### src/rtl/mem_stage.sv
// Memory stage of the five-stage MIPS pipeline: registers execute results,
// aligns/extends SRAM load data, and forwards the write-back value to decode.
module mem_stage (
  input  logic        clk,
  input  logic        rst,
  input  logic [5:0]  stall,
  input  logic [75:0] ex_to_mem_bus,
  input  logic [4:0]  load_sram_ex_data,
  input  logic [3:0]  data_ram_sel,
  input  logic [65:0] ex_hilo_bus,
  input  logic [31:0] data_sram_rdata,
  output logic [69:0] mem_to_wb_bus,
  output logic [37:0] mem_to_id_bus,
  output logic [65:0] mem_hilo_wb_bus,
  output logic        stallreq_for_mem
);

  localparam int unsigned DATA_W = 32;
  localparam int unsigned HILO_W = 66;
  localparam int unsigned LOAD_W = 5;
  localparam int unsigned SEL_W  = 4;

  typedef struct packed {
    logic [31:0] pc;
    logic        data_ram_en;
    logic [3:0]  data_ram_wen;
    logic        sel_rf_res;
    logic        rf_we;
    logic [4:0]  rf_waddr;
    logic [31:0] ex_result;
  } ex_mem_t;

  ex_mem_t             ex_q, ex_d;
  logic [LOAD_W-1:0]   load_q, load_d;
  logic [SEL_W-1:0]    sel_q, sel_d;
  logic [HILO_W-1:0]   hilo_q, hilo_d;
  logic [DATA_W-1:0]   rdata_hold_q, rdata_hold_d;
  logic                hold_valid_q, hold_valid_d;

  logic [DATA_W-1:0]   rd;
  logic [DATA_W-1:0]   load_result;
  logic [DATA_W-1:0]   rf_wdata;
  logic [7:0]          byte_sel;
  logic                byte_ok;
  logic [15:0]         half_sel;
  logic                half_ok;
  logic                is_lb, is_lbu, is_lh, is_lhu, is_lw;

  // Pipeline register next-state: bubble, capture, or hold (latching SRAM data once)
  always_comb begin
    ex_d         = ex_q;
    load_d       = load_q;
    sel_d        = sel_q;
    hilo_d       = hilo_q;
    rdata_hold_d = rdata_hold_q;
    hold_valid_d = hold_valid_q;
    if (stall[3] && !stall[4]) begin
      ex_d         = '0;
      load_d       = '0;
      sel_d        = '0;
      hilo_d       = '0;
      hold_valid_d = 1'b0;
    end else if (!stall[3]) begin
      ex_d         = ex_to_mem_bus;
      load_d       = load_sram_ex_data;
      sel_d        = data_ram_sel;
      hilo_d       = ex_hilo_bus;
      hold_valid_d = 1'b0;
    end else if (!hold_valid_q) begin
      rdata_hold_d = data_sram_rdata;
      hold_valid_d = 1'b1;
    end
  end

  always_ff @(posedge clk) begin
    if (rst) begin
      ex_q         <= '0;
      load_q       <= '0;
      sel_q        <= '0;
      hilo_q       <= '0;
      rdata_hold_q <= '0;
      hold_valid_q <= 1'b0;
    end else begin
      ex_q         <= ex_d;
      load_q       <= load_d;
      sel_q        <= sel_d;
      hilo_q       <= hilo_d;
      rdata_hold_q <= rdata_hold_d;
      hold_valid_q <= hold_valid_d;
    end
  end

  assign {is_lb, is_lbu, is_lh, is_lhu, is_lw} = load_q;

  // SRAM output is only trustworthy in the first cycle; afterwards use the latched copy
  assign rd = hold_valid_q ? rdata_hold_q : data_sram_rdata;

  always_comb begin
    byte_sel = 8'h00;
    byte_ok  = 1'b1;
    case (sel_q)
      4'b0001: byte_sel = rd[7:0];
      4'b0010: byte_sel = rd[15:8];
      4'b0100: byte_sel = rd[23:16];
      4'b1000: byte_sel = rd[31:24];
      default: byte_ok  = 1'b0;
    endcase
  end

  always_comb begin
    half_sel = 16'h0000;
    half_ok  = 1'b1;
    case (sel_q)
      4'b0011: half_sel = rd[15:0];
      4'b1100: half_sel = rd[31:16];
      default: half_ok  = 1'b0;
    endcase
  end

  always_comb begin
    load_result = '0;
    if (is_lw) begin
      load_result = rd;
    end else if (is_lb && byte_ok) begin
      load_result = {{24{byte_sel[7]}}, byte_sel};
    end else if (is_lbu && byte_ok) begin
      load_result = {24'h000000, byte_sel};
    end else if (is_lh && half_ok) begin
      load_result = {{16{half_sel[15]}}, half_sel};
    end else if (is_lhu && half_ok) begin
      load_result = {16'h0000, half_sel};
    end
  end

  assign rf_wdata = ex_q.sel_rf_res ? load_result : ex_q.ex_result;

  assign mem_to_id_bus    = {ex_q.rf_we, ex_q.rf_waddr, rf_wdata};
  assign mem_to_wb_bus    = {ex_q.pc, ex_q.rf_we, ex_q.rf_waddr, rf_wdata};
  assign mem_hilo_wb_bus  = hilo_q;
  assign stallreq_for_mem = 1'b0;

  // Store strobes and foreign stall bits are carried but not acted on here
  logic unused_bits;
  assign unused_bits = ^{ex_q.data_ram_en, ex_q.data_ram_wen, stall[5], stall[2:0]};

endmodule

### config.mk
export PLATFORM = sky130hd
export DESIGN_NAME = mem_stage
export DESIGN_NICKNAME = d
export VERILOG_FILES = /design/src/rtl/mem_stage.sv
export SDC_FILE = /design/constraint.sdc
export NUM_CORES = 1
export LEC_CHECK = 0
export ABC_AREA = 1
export CAP_MARGIN = 20
export CORE_AREA = 2 2 142 144
export CTS_CLUSTER_SIZE = 8
export DETAILED_ROUTE_END_ITERATION = 6
export DIE_AREA = 0 0 144 146
export DONT_BUFFER_PORTS = 1
export GPL_TIMING_DRIVEN = 0
export SLEW_MARGIN = 20
export SYNTH_ARGS = -nofsm -noshare
export SYNTH_HDL_FRONTEND = slang
export SYNTH_SLANG_ARGS = --single-unit
### constraint.sdc
create_clock -name clk -period 2 [get_ports clk]
set_input_delay 0 -clock clk [delete_from_list [all_inputs] [get_ports clk]]
set_output_delay 0 -clock clk [all_outputs]
set_load 0.02 [all_outputs]
== Word-level counts from Yosys, hierarchy flattened ==
Index checks and enable logic that the tools add are counted.
Operators by class
  bitwise operators: 1
  multiplexer cells: 12
  equal/unequal tests: 6
  reduce and logical (&&, ||, !) cells: 10
Operator list (number)
  $mux 32: 6
  $pmux 16 s2: 1
  $pmux 8 s4: 1
  $mux 16: 1
  $eq 4x2->1 const B: 2
  $eq 4x4->1 const B: 2
  $logic_and 1x1->1: 5
  $eq 4x1->1 const B: 1
  $eq 4x3->1 const B: 1
  $reduce_or 2->1: 2
  $reduce_or 4->1: 1
  $mux 1: 3
  $reduce_and 2->1: 1
  $logic_not 1->1: 1
  $not 1->1: 1
Storage, ports and cells
  input bits: 191
  register bits after elaboration: 179
  logic and storage cells: 39
  output and inout port bits: 175

== Depth between registers and ports, before layout ==
  word-level depth: 10
  depth in mapped cells: 14
  gate-level depth less buffers: 10

== Least setup slack after synthesis ==
OpenSTA, ideal clock, no wires.
  path type: flip-flop to output port
  start: reg hold_valid_q
  end: out mem_to_wb_bus[31]
  required time: 2.000 ns
  path buffers: 3
  arrival time: 1.806 ns
  setup slack: 0.194 ns
  cell stages (with the launch flop): 13
  cells stage by stage: dfxtp_1 -> buf_4 -> inv_2 -> buf_6 -> nand2_2 -> nand2_1 -> or2_0 -> nand2_1 -> nand2_1 -> nand2_2 -> nand2_4 -> a21oi_1 -> buf_4
Between the ends
  cells in the longest elaborated chain, start to end: 7
  elaborated cells between the ends (all ways): 8
  those cells by class: 8 x mux
RTL lines
  start: declaration: RTL line 38  | logic hold_valid_q, hold_valid_d;
  start signal: assignment: RTL line 89  | hold_valid_q <= hold_valid_d;
  $mux 32 (*)
  $pmux 16 s2: RTL line 113  | case (sel_q)
  $mux 32: RTL line 128  | end else if (is_lh && half_ok) begin
  $mux 32: RTL line 126  | end else if (is_lbu && byte_ok) begin
  $mux 32: RTL line 124  | end else if (is_lb && byte_ok) begin
  $mux 32 (*): RTL line 122  | if (is_lw) begin
  $mux 32 (*): RTL line 135  | assign rf_wdata = ex_q.sel_rf_res ? load_result : ex_q.ex_result;
  end: declaration: RTL line 12  | output logic [69:0] mem_to_wb_bus,
Mark *: on every way between the ends. The rest lies on a longest branch, timed or not.

== Worst setup path after layout ==
  start: reg hold_valid_q
  end: out mem_to_wb_bus[16]
The elaborated chain is that of the path after synthesis.

==> metrics.md <==
| Metric | Value |
|---|---|
| CP endpoint kind | output port |
| GR Overflow Total | 0 |
| Post-route DRC | 0 |
| Number of routed nets with antenna violations | 0 |
| Reg clk slew, reported paths | 70 ps |
| Placed insts | 1521 |
| PnR worst setup slack | -361 ps |
| Syn Nets | 1447 |
| Top cell by count, worst path | nand2_4 |
| Worst Hold Depth | 3 |
| Startpoint Class | flip-flop |
| CP cell instances | buf_8 > inv_6 > buf_12 > nand2_8 > nand2_4 > nor2_2 > nor2_2 > nand2_2 > nand2_4 > nand2_4 > nand2_8 > buf_4 > a21oi_4 > buf_6 |
| Non-filler cells, final | 1782 |
| RR Startpoint | hold_valid_q |
| CP max stage delay | about 330 ps |
| H-tree Lvls | 4 |
| WS Path Type | reg -> out |
| Num CTS Buffers | 17 |
| Root Buffer | clkbuf_16 |
| Hold WS | roughly 8.9 ps |
| P&R area growth vs syn | 46.6% |
| Slowest cell on the critical path | dfxtp_2 |
| WL final | about 31000 um |
| Worst-margin pin slew | 786 ps |
| Final Net Count | 1695 |
| CTS tree | yes |
| Distinct cells, synth | 27 |
| Final-report max-slew violation count | 0 |
| Initial antenna violation count | 1 |
| Maxcap violations | 0 |
| Yosys warnings | 0 |
| Chip Height | 146 um |
| Initial Util | 0.442 |
| Final Critical Period | ~2400 ps |
| Unrepaired setup endpoints after global routing | yes |
| Die area | 0.0210 sq mm |
| Critical Path RT | 2000 ps |
| #FFs+latches synth | 179 |
| Post-DP HPWL | 20800 um |
| Drt first pass iters | 6 |
| HP Class | in -> reg |
| Static Leak | 5.31 nW |
| # port buffers | 0 |
| Setup crit end | mem_to_wb_bus[16] |
| Skew final | 6.58 ps |
| Fin crit share | 1.18 |
| Worst Reg-to-Reg Cells | 9 |
| Overall power | 9.07 mW |
| Largest net degree at the start of global routing | 19 |
| Pwr per Cell Area | 724 mW/mm^2 |
| Gpl congestion | roughly 0.93 |
| Vias per std cell | 5.09 |
| CP max FO | 7 |
| # IOs | 366 |
| Mapped Area | 0.00855 sq mm |
| Fraction of layout cells with a size suffix above 1 | 0.204 |
| Via count | 9063 |
| Reg2reg end | rdata_hold_q[24] |
| Worst EP arrival | 2360 ps |
| Post-Synthesis Cells | 1256 |
| Cell row count | around 50 |
| Failing checks | setup timing |
| Fmax achieved | 0.423 GHz |
| Register area share after synthesis | 0.419 |
| R2r setup slk | around 570 ps |
| VDD IR-drop max | around 0.00063 V |
| Worst-Skew Late Latency | 440 ps |
| 1st-iter DRT viols | roughly 690 |
| Number of global-route vias before repair | about 8600 |
| Core area | between 0.015 and 0.02 sq mm |
| Count of final setup violators | 60 |
| Drt wl/cell | 17.2 um |
| Outcome | finished with violations |
| First-pass GRT wire length | between 40000 and 50000 um |
| GR Util All Layers | 0.274 |
| Placed instance area | 0.00888 sq mm |
| Max Root-Sink Buffers | 2 |
| Synthesized area per cell | 6.81 sq um |
| Clock sink total | around 180 |
| Slew HR | 0.476 |
| Die Wd | between 100 and 150 um |
| Final instance area | 0.0125 sq mm |
| Worst setup path start | hold_valid_q |
| Final Hold Fails | 0 |
## where the power goes
group | switching (mW) | total, mW | leakage (nW) | internal (mW)
clock | 1.63 | 3.41 | 0.284 | 1.78
combinational | 0.985 | 1.73 | 3.56 | 0.740
sequential | 0.198 | 3.94 | 1.47 | 3.74
## area by class of cell
| class | count | area, sq um |
|---|---|---|
| flip-flops and latches | 179 | 3600 |
| multi-input cells | 848 | 4410 |
| diodes | 1 | 2.50 |
| well taps | 265 | 332 |
| plain buffers | 156 | 1060 |
| clock inverters | 14 | 166 |
| fillers | 1637 | 6800 |
| inverters | 72 | 275 |
| clock buffers | 17 | 425 |
| repair buffers | 230 | 2260 |
## Yosys cell counts
| master | instances | area, sq um |
|---|---|---|
| nand2_2 | 8 | 50.1 |
| nor2_1 | 87 | 327 |
| buf_4 | 80 | 601 |
| buf_1 | 6 | 22.5 |
| clkinv_1 | 1 | 3.75 |
| nor2_2 | 3 | 18.8 |
| clkbuf_1 | 68 | 255 |
| inv_2 | 2 | 7.51 |
| or2_0 | 2 | 12.5 |
| nand3_2 | 2 | 20.0 |
| inv_1 | 69 | 259 |
| o22ai_1 | 15 | 93.8 |
| buf_12 | 1 | 20.0 |
| nor2_4 | 2 | 22.5 |
| dfxtp_1 | 179 | 3580 |
| o21ai_0 | 52 | 260 |
| nand2_1 | 438 | 1640 |
| a31oi_1 | 2 | 12.5 |
| o21ai_1 | 2 | 10.0 |
| buf_6 | 1 | 11.3 |
| nand2_4 | 2 | 22.5 |
| a21oi_4 | 10 | 163 |
| or2_2 | 7 | 43.8 |
| clkbuf_2 | 1 | 5.00 |
| conb_1 | 1 | 3.75 |
| a21oi_1 | 198 | 991 |
| nand3_1 | 17 | 85.1 |
## cells by family (layout without fill, tap and decap cells)
kind of cell    Yosys count  after routing  synth area share
compound gates          279            279             0.179
buf+inv                 229            489             0.139
flops                   179            179             0.419
other cells               1              2          0.000439
simple gates            568            568             0.263
## sequential cells by signal (all words and copies together), names as in the netlist
name and cells:
sel_q 4, ex_q 33, mem_to_wb_bus 32, load_q 5, mem_to_id_bus 6, rdata_hold_q 32
hold_valid_q 1, mem_hilo_wb_bus 66
## metrics by stage
stage / TNS (ps) / util / worst slack (ps)
3_3_place_gp: -3540 / 0.459 / -320
2_1_floorplan: 0 / - / 194
3_5_place_dp: -3510 / 0.459 / -303
5_1_grt: -17910 / 0.648 / -446
6_report: -11980 / 0.648 / -361
4_1_cts: -11580 / 0.621 / -338
## worst min-delay path by stage
stage                                   start                 to  slack (ps)
after global placement                    rst       hold_valid_q          70
after CTS                            stall[3]  mem_to_wb_bus[44]           4
after global routing      data_sram_rdata[13]   rdata_hold_q[13]          10
after floorplan                           rst       hold_valid_q          70
final                                stall[3]  mem_to_wb_bus[46]           9
after detailed placement                  rst       hold_valid_q          80
## routing by layer
layer  global-route usage  routed length (um)  vias up  share of wire
met1                0.323               12100     4219           0.39
met3               0.0559                1900       72          0.062
met4               0.0990                 937        0          0.031
met5                    0                   0        -              0
li1                     -                   -     4394              -
met2                0.488               15700      378           0.51
## placed cells by master, fill, tap and decap left out, types with 10 or more instances in the layout
master         synthesis  layout
buf_4                 80      94
inv_1                 69      68
nor2_4                 2      13
clkbuf_16              0      19
o21ai_4                0      11
a21oi_4               10      16
o22ai_1               15      14
nor2_2                 3      11
a21oi_1              198     192
dfxtp_1              179     173
nand2_4                2      25
o21ai_0               52      33
nand3_1               17      13
o21ai_2                0      10
nand2_2                8      24
nand2_1              438     397
dlygate4sd3_1          0     176
clkbuf_1              68      62
buf_6                  1      35
nor2_1                87      68
## worst max-delay path, delay by kind of cell (launching register included)
| kind | cells | cell delay [ps] |
|---|---|---|
| and+or+nand+nor | 8 | 680 |
| buffers and inverters | 5 | 630 |
| DFF | 1 | 330 |
| AOI/OAI and AO/OA | 1 | 270 |
## what timing repair did
| action | 4_1_cts | 5_1_grt |
|---|---|---|
| endpoints found under the setup margin | 64 | 64 |
| gates cloned | 1 | 3 |
| hold buffers | 176 | 0 |
| setup buffers | 24 | 26 |
| pin swaps | 31 | 47 |
| resized for setup | 167 | 79 |
| hold endpoints to repair | 175 | 0 |
Note: power is estimated with default switching activity, not from simulation.
